$ cat config.mk
export PLATFORM = sky130hd
export DESIGN_NAME = qmax_update_ctrl
export DESIGN_NICKNAME = d
export VERILOG_FILES = /design/src/rtl/qmax_update_ctrl.sv
export SDC_FILE = /design/constraint.sdc
export NUM_CORES = 1
export LEC_CHECK = 0
export ABC_AREA = 1
export ABC_CLOCK_PERIOD_IN_PS = 2500
export BUFFER_PORTS_ARGS = -buffer_cell sky130_fd_sc_hd__buf_2
export CELL_PAD_IN_SITES_DETAIL_PLACEMENT = 1
export CELL_PAD_IN_SITES_GLOBAL_PLACEMENT = 1
export CORE_ASPECT_RATIO = 1.2
export CORE_MARGIN = 5
export CORE_UTILIZATION = 30
export DETAILED_ROUTE_END_ITERATION = 8
export GPL_TIMING_DRIVEN = 0
export PLACE_DENSITY_LB_ADDON = 0.25
export SYNTH_ARGS = -nofsm -noshare
export SYNTH_HDL_FRONTEND = slang
export SYNTH_SLANG_ARGS = --single-unit
$ cat constraint.sdc
create_clock -name i_clk -period 2.5 [get_ports i_clk]
set_input_delay 0.125 -clock i_clk [delete_from_list [all_inputs] [get_ports i_clk]]
set_output_delay 0.125 -clock i_clk [all_outputs]
set_load 0.02 [all_outputs]
$ cat src/rtl/qmax_update_ctrl.sv
// ============================================================================
// Module      : qmax_update_ctrl
// Description : Shares the qmax BRAM between read-compare-write updates and
//               read-only queries; forwards writes and sequences table clears.
// Revision    : 1.0 - initial release
// ============================================================================
`timescale 1ns/1ps
`default_nettype none

module qmax_update_ctrl #(
    parameter int ADDR_WIDTH = 8,
    parameter int DATA_WIDTH = 8,
    parameter int DEPTH      = 256
) (
    input  logic                  i_clk,
    input  logic                  i_rst_n,
    input  logic                  i_upd_valid,
    output logic                  o_upd_ready,
    input  logic [ADDR_WIDTH-1:0] i_upd_addr,
    input  logic [DATA_WIDTH-1:0] i_upd_q,
    output logic                  o_upd_done,
    output logic                  o_upd_changed,
    output logic [DATA_WIDTH-1:0] o_upd_qmax,
    input  logic                  i_qry_valid,
    output logic                  o_qry_ready,
    input  logic [ADDR_WIDTH-1:0] i_qry_addr,
    output logic                  o_qry_valid,
    output logic [DATA_WIDTH-1:0] o_qry_data,
    input  logic                  i_clear,
    output logic                  o_busy,
    output logic [ADDR_WIDTH-1:0] o_mem_addr_r,
    output logic [ADDR_WIDTH-1:0] o_mem_addr_w,
    output logic                  o_mem_we,
    output logic [DATA_WIDTH-1:0] o_mem_wdata,
    input  logic [DATA_WIDTH-1:0] i_mem_rdata
);

    localparam logic [1:0]            c_st_run    = 2'd0;
    localparam logic [1:0]            c_st_drain  = 2'd1;
    localparam logic [1:0]            c_st_clear  = 2'd2;
    localparam logic [ADDR_WIDTH-1:0] c_last_addr = ADDR_WIDTH'(DEPTH - 1);

    logic [1:0]            r_state;
    logic                  r_busy;
    logic [ADDR_WIDTH-1:0] r_clr_addr;
    logic                  r_rr;        // 0: update wins the next contention

    logic                  r_s1_valid;
    logic                  r_s1_is_upd;
    logic [ADDR_WIDTH-1:0] r_s1_addr;
    logic [DATA_WIDTH-1:0] r_s1_q;

    logic                  r_fwd_valid;
    logic [ADDR_WIDTH-1:0] r_fwd_addr;
    logic [DATA_WIDTH-1:0] r_fwd_val;

    logic                  r_upd_done;
    logic                  r_upd_changed;
    logic [DATA_WIDTH-1:0] r_upd_qmax;
    logic                  r_qry_valid;
    logic [DATA_WIDTH-1:0] r_qry_data;

    logic                  w_accept_ok;
    logic                  w_upd_fire;
    logic                  w_qry_fire;
    logic [ADDR_WIDTH-1:0] w_rd_addr;
    logic                  w_clearing;
    logic                  w_fwd_hit;
    logic [DATA_WIDTH-1:0] w_cur;
    logic                  w_s1_upd;
    logic                  w_s1_qry;
    logic                  w_do_write;

    assign w_accept_ok = (r_state == c_st_run) && !i_clear;
    assign o_upd_ready = w_accept_ok && (!i_qry_valid || !r_rr);
    assign o_qry_ready = w_accept_ok && (!i_upd_valid ||  r_rr);
    assign w_upd_fire  = i_upd_valid && o_upd_ready;
    assign w_qry_fire  = i_qry_valid && o_qry_ready;
    assign w_rd_addr   = w_qry_fire ? i_qry_addr : i_upd_addr;

    // A read issued alongside a same-address write returns stale data, so
    // the value written one cycle ago takes precedence over the BRAM output.
    assign w_fwd_hit  = r_fwd_valid && (r_fwd_addr == r_s1_addr);
    assign w_cur      = w_fwd_hit ? r_fwd_val : i_mem_rdata;
    assign w_s1_upd   = r_s1_valid &&  r_s1_is_upd;
    assign w_s1_qry   = r_s1_valid && !r_s1_is_upd;
    assign w_do_write = w_s1_upd && (r_s1_q > w_cur);
    assign w_clearing = (r_state == c_st_clear);

    assign o_mem_addr_r = w_rd_addr;
    assign o_mem_we     = w_clearing || w_do_write;
    assign o_mem_addr_w = w_clearing ? r_clr_addr : r_s1_addr;
    assign o_mem_wdata  = w_clearing ? '0 : r_s1_q;

    assign o_upd_done    = r_upd_done;
    assign o_upd_changed = r_upd_changed;
    assign o_upd_qmax    = r_upd_qmax;
    assign o_qry_valid   = r_qry_valid;
    assign o_qry_data    = r_qry_data;
    assign o_busy        = r_busy;

    always_ff @(posedge i_clk or negedge i_rst_n) begin
        if (!i_rst_n) begin
            r_state    <= c_st_run;
            r_busy     <= 1'b0;
            r_clr_addr <= '0;
        end else begin
            case (r_state)
                c_st_run: begin
                    if (i_clear) r_state <= c_st_drain;
                end
                c_st_drain: begin
                    r_state    <= c_st_clear;
                    r_busy     <= 1'b1;
                    r_clr_addr <= '0;
                end
                c_st_clear: begin
                    if (r_clr_addr == c_last_addr) begin
                        r_state <= c_st_run;
                        r_busy  <= 1'b0;
                    end else begin
                        r_clr_addr <= r_clr_addr + 1'b1;
                    end
                end
                default: begin
                    r_state <= c_st_run;
                    r_busy  <= 1'b0;
                end
            endcase
        end
    end

    always_ff @(posedge i_clk or negedge i_rst_n) begin
        if (!i_rst_n) begin
            r_rr          <= 1'b0;
            r_s1_valid    <= 1'b0;
            r_s1_is_upd   <= 1'b0;
            r_s1_addr     <= '0;
            r_s1_q        <= '0;
            r_fwd_valid   <= 1'b0;
            r_fwd_addr    <= '0;
            r_fwd_val     <= '0;
            r_upd_done    <= 1'b0;
            r_upd_changed <= 1'b0;
            r_upd_qmax    <= '0;
            r_qry_valid   <= 1'b0;
            r_qry_data    <= '0;
        end else begin
            if (i_upd_valid && i_qry_valid && w_accept_ok) r_rr <= ~r_rr;

            r_s1_valid  <= w_upd_fire || w_qry_fire;
            r_s1_is_upd <= w_upd_fire;
            r_s1_addr   <= w_rd_addr;
            r_s1_q      <= i_upd_q;

            r_fwd_valid <= w_do_write && !w_clearing;
            r_fwd_addr  <= r_s1_addr;
            r_fwd_val   <= r_s1_q;

            r_upd_done  <= w_s1_upd;
            r_qry_valid <= w_s1_qry;
            if (w_s1_upd) begin
                r_upd_changed <= w_do_write;
                r_upd_qmax    <= w_do_write ? r_s1_q : w_cur;
            end
            if (w_s1_qry) r_qry_data <= w_cur;
        end
    end

endmodule

`default_nettype wire

==> impl_metrics.yaml <==
final_layout:
  multi_input_area_um2: 1830
  fillers: 1341
  layout-drive-gt1-share_pct: 43.2
  final_common_cell: "nand2_1"
  layout_common_cells: "91 x nand2_1, 82 x buf_2, 66 x dfrtp_1"
  syn_to_final_growth_pct: 49.7
  fin_area_um2: 5110
  nets: 606
  regArea_um2: 1650
  diodes: 0
global_routing:
  grt_pass1_wl_um: 17500
  grt_use_total_pct: 16.6
  grt_pass1_vias: 3542
  antenna_found_initial: 1
  overflow: 0
  grt_max_degree: 67
run:
  cap_violations: 0
sta:
  rsz0062_at_grt: "true"
  period_share_pct: 109
  hold_viol: 0
  setup_ws_ns: -0.219
  max_freq_ghz: 0.368
  finalCriticalPeriod_ns: 2.72
  maxSlewViolCount: 0
  setup-violations-final: 8
  slew_headroom_pct: 41.5
  worst_slew_pin_slew_ns: 0.877
  final.setup.tns_ns: -0.829
  skew_ns: 0.00398
  hold_slack_ns: 0.00762
routing:
  drt-pass1-iter-count: 4
  ant_nets: 0
  vias: 3229
  wire_per_inst_um: 15.2
  drt-total-wl_um: 11000
  vias_per_cell: 4.49
  drtIter0Drc: 59
  drc: 0
critical_path:
  crit_fanout: 3
  worstSetupPathType: "register to primary output"
  path_buf_inv: 3
  critPathMaxStageDelay_ns: 0.42
  cpMaxStageDelayCell: "dfrtp_1"
  cp_data_arrival_time_ns: 2.59
  cpMostUsedCell: "nand2_4"
  worstPathRequired_ns: 2.38
  path_cells: "nand2_2 > nand2_2 > nor2_4 > nand2_4 > nor2_8 > buf_6 > nand3b_1 > nand2_2 > ha_4 > a21o_1 > nor2_2 > nand2_4 > nand2_4 > buf_6 > nand2_4 > buf_6"
  end_kind: "primary output"
  crit_family: "simple AND/OR/NAND/NOR gates"
  crit_path_start_kind: "register"
yosys:
  yosysSeqAreaShare_pct: 48.4
  synth_top_family_by_area: "simple AND/OR/NAND/NOR gates"
  synth_cells: 413
  synth_top_area_share_pct: 48.4
  synth_area_leaders: "dfrtp_1 48%, nand2_1 12%, inv_1 6.4%"
  ys_ff_latch: 66
  synth-xor-area-share_pct: 1.03
  synthMuxAreaShare_pct: 0
  syn-num-nets: 459
  yosys.area_share.simple_pct: 31.5
  post_synth_num_cell_types: 33
  synth-adder-area-share_pct: 3.30
  netlist_area_um2: 3410
  yosysWarnings: 0
  synth_compound_area_share_pct: 8.10
  yosysTopAreaCell: "dfrtp_1"
  avgSynthCellArea_um2: 8.27
clocking:
  root_buffer: "clkbuf_16"
  htree_levels: 3
  path_clk_slew_ns: 0.05
  cts_buffers: 9
  insertion_delay_ns: 0.34
  cts_tree: "done"
  cts.path.max_buffers: 2
  clock-sinks: 66
pwr:
  p_sw_share_pct: 40.3
  clkPwrFrac_pct: 27.2
  irDropWorstVdd_mv: 0.520
  powerDensity_nw_per_um2: 936
  comb_power_share_pct: 41.0
  seqPwrFrac_pct: 31.8
  switchingPower_mw: 1.93
  leakagePower_nw: 2.61
  p_int_mw: 2.86
placed_design:
  io_buffers: 83
  placed_area_um2: 4030
  place_congestion: 0.797
  pre_cts_slack_ns: -0.493
  dpl.hpwl_um: 7510
floorplanning:
  core_um2: 11100
  die_w_um: 107
  start_util_pct: 30.8
  row_count: 42
  ioPinCount: 84
  die_area_um2: 13600
  die_h_um: 127
worst_hold_path:
  hold_path.class: "primary input to register"
run_status:
  status: "finished with violations"
  violations: "negative setup slack"
final timing paths:
path                                from            end  slack [ns]  cells after the start
setup / recovery            r_s1_addr[3]       o_mem_we       -0.22                     16
hold / removal             i_upd_addr[1]   r_s1_addr[1]       0.008                      3
setup reg to reg            r_s1_addr[3]  o_upd_qmax[1]       -0.10                     18
hold reg to reg                r_s1_q[0]   r_fwd_val[0]        0.39                      0
max in group asynchronous        i_rst_n    r_s1_is_upd        1.46                      2
min in group asynchronous        i_rst_n      r_s1_q[4]        0.42                      2
synthesized netlist by cell type:
| master | number |
|---|---|
| ha_1 | 9 |
| nand3_2 | 3 |
| xnor2_1 | 2 |
| nand3_1 | 38 |
| dfrtp_1 | 66 |
| nor2_2 | 3 |
| a21boi_2 | 1 |
| nor2_1 | 34 |
| nand3_4 | 1 |
| clkinv_2 | 1 |
| a21o_1 | 1 |
| o21ai_1 | 3 |
| xor2_1 | 2 |
| nand3b_1 | 5 |
| clkbuf_1 | 3 |
| inv_1 | 58 |
| o22ai_1 | 2 |
| nor2_4 | 4 |
| nand4_1 | 2 |
| a21oi_4 | 1 |
| o21bai_1 | 5 |
| buf_2 | 3 |
| nand2_4 | 3 |
| a21oi_2 | 8 |
| inv_2 | 3 |
| clkinv_1 | 1 |
| o21ai_0 | 14 |
| nor3_1 | 2 |
| nand2_1 | 110 |
| nand2_2 | 19 |
| nor2_8 | 1 |
| a21oi_1 | 4 |
| o21ai_4 | 1 |
through the flow:
stage,power (mW),util (%),std cells
6_report,4.78,46.1,719
5_1_grt,5.08,46.1,719
4_1_cts,4.77,44.7,714
3_5_place_dp,3.22,36.3,650
3_3_place_gp,3.17,36.3,650
2_1_floorplan,2.63,-,413
power groups by stage:
stage / clock network [mW] / registers, mW / logic [mW]
after floorplan: 0 / 1.68 / 0.942
after global placement: 0 / 1.52 / 1.66
after detailed placement: 0 / 1.53 / 1.69
after CTS: 1.32 / 1.52 / 1.92
after global routing: 1.38 / 1.56 / 2.14
final: 1.30 / 1.52 / 1.96
state kept, by name, indices dropped and copies added, names as in the netlist:
name / flops
r_s1_is_upd: 1
o_busy: 1
r_rr: 1
o_upd_changed: 1
r_s1_q: 8
r_s1_valid: 1
o_qry_data: 8
o_upd_done: 1
r_fwd_val: 8
r_fwd_valid: 1
o_qry_valid: 1
r_state: 2
r_fwd_addr: 8
o_upd_qmax: 8
r_s1_addr: 8
r_clr_addr: 8
tightest hold or removal path, cell delays in order:
cell and delay, ns:
buf_2 0.07, nand2_1 0.04, nand2_1 0.06
metal layers:
layer	wire length (µm)	vias up	share of wire, %	GRT usage [%]
met5	13	-	0.12	0
li1	-	1589	-	-
met2	5850	87	53	30.3
met3	493	26	4.5	2.95
met1	4260	1525	39	18.4
met4	340	2	3.1	8.02
what timing repair did:
action	CTS	global route
setup endpoints to repair	11	12
cloned	0	0
hold buffers	9	0
gates resized for setup	54	31
setup buffers	40	11
hold endpoints to repair	74	0
pin swaps	30	31
logic make-up after synthesis:
family | Yosys count
xor gates and xnor gates | 4
buffers and inverters | 69
and+or+nand+nor | 225
DFF | 66
AOI/OAI and AO/OA | 40
adders and majority gates | 9
layout make-up:
cell class              count  area share [%]
multi-input cells         278            35.7
flip-flops and latches     66            32.3
repair buffers            136            16.9
clock buffers              11            4.94
inverters                  63            4.65
well taps                 154            3.77
clock inverters             5            1.03
plain buffers               6           0.636
No activity file was read; power rests on OpenSTA's default activity.
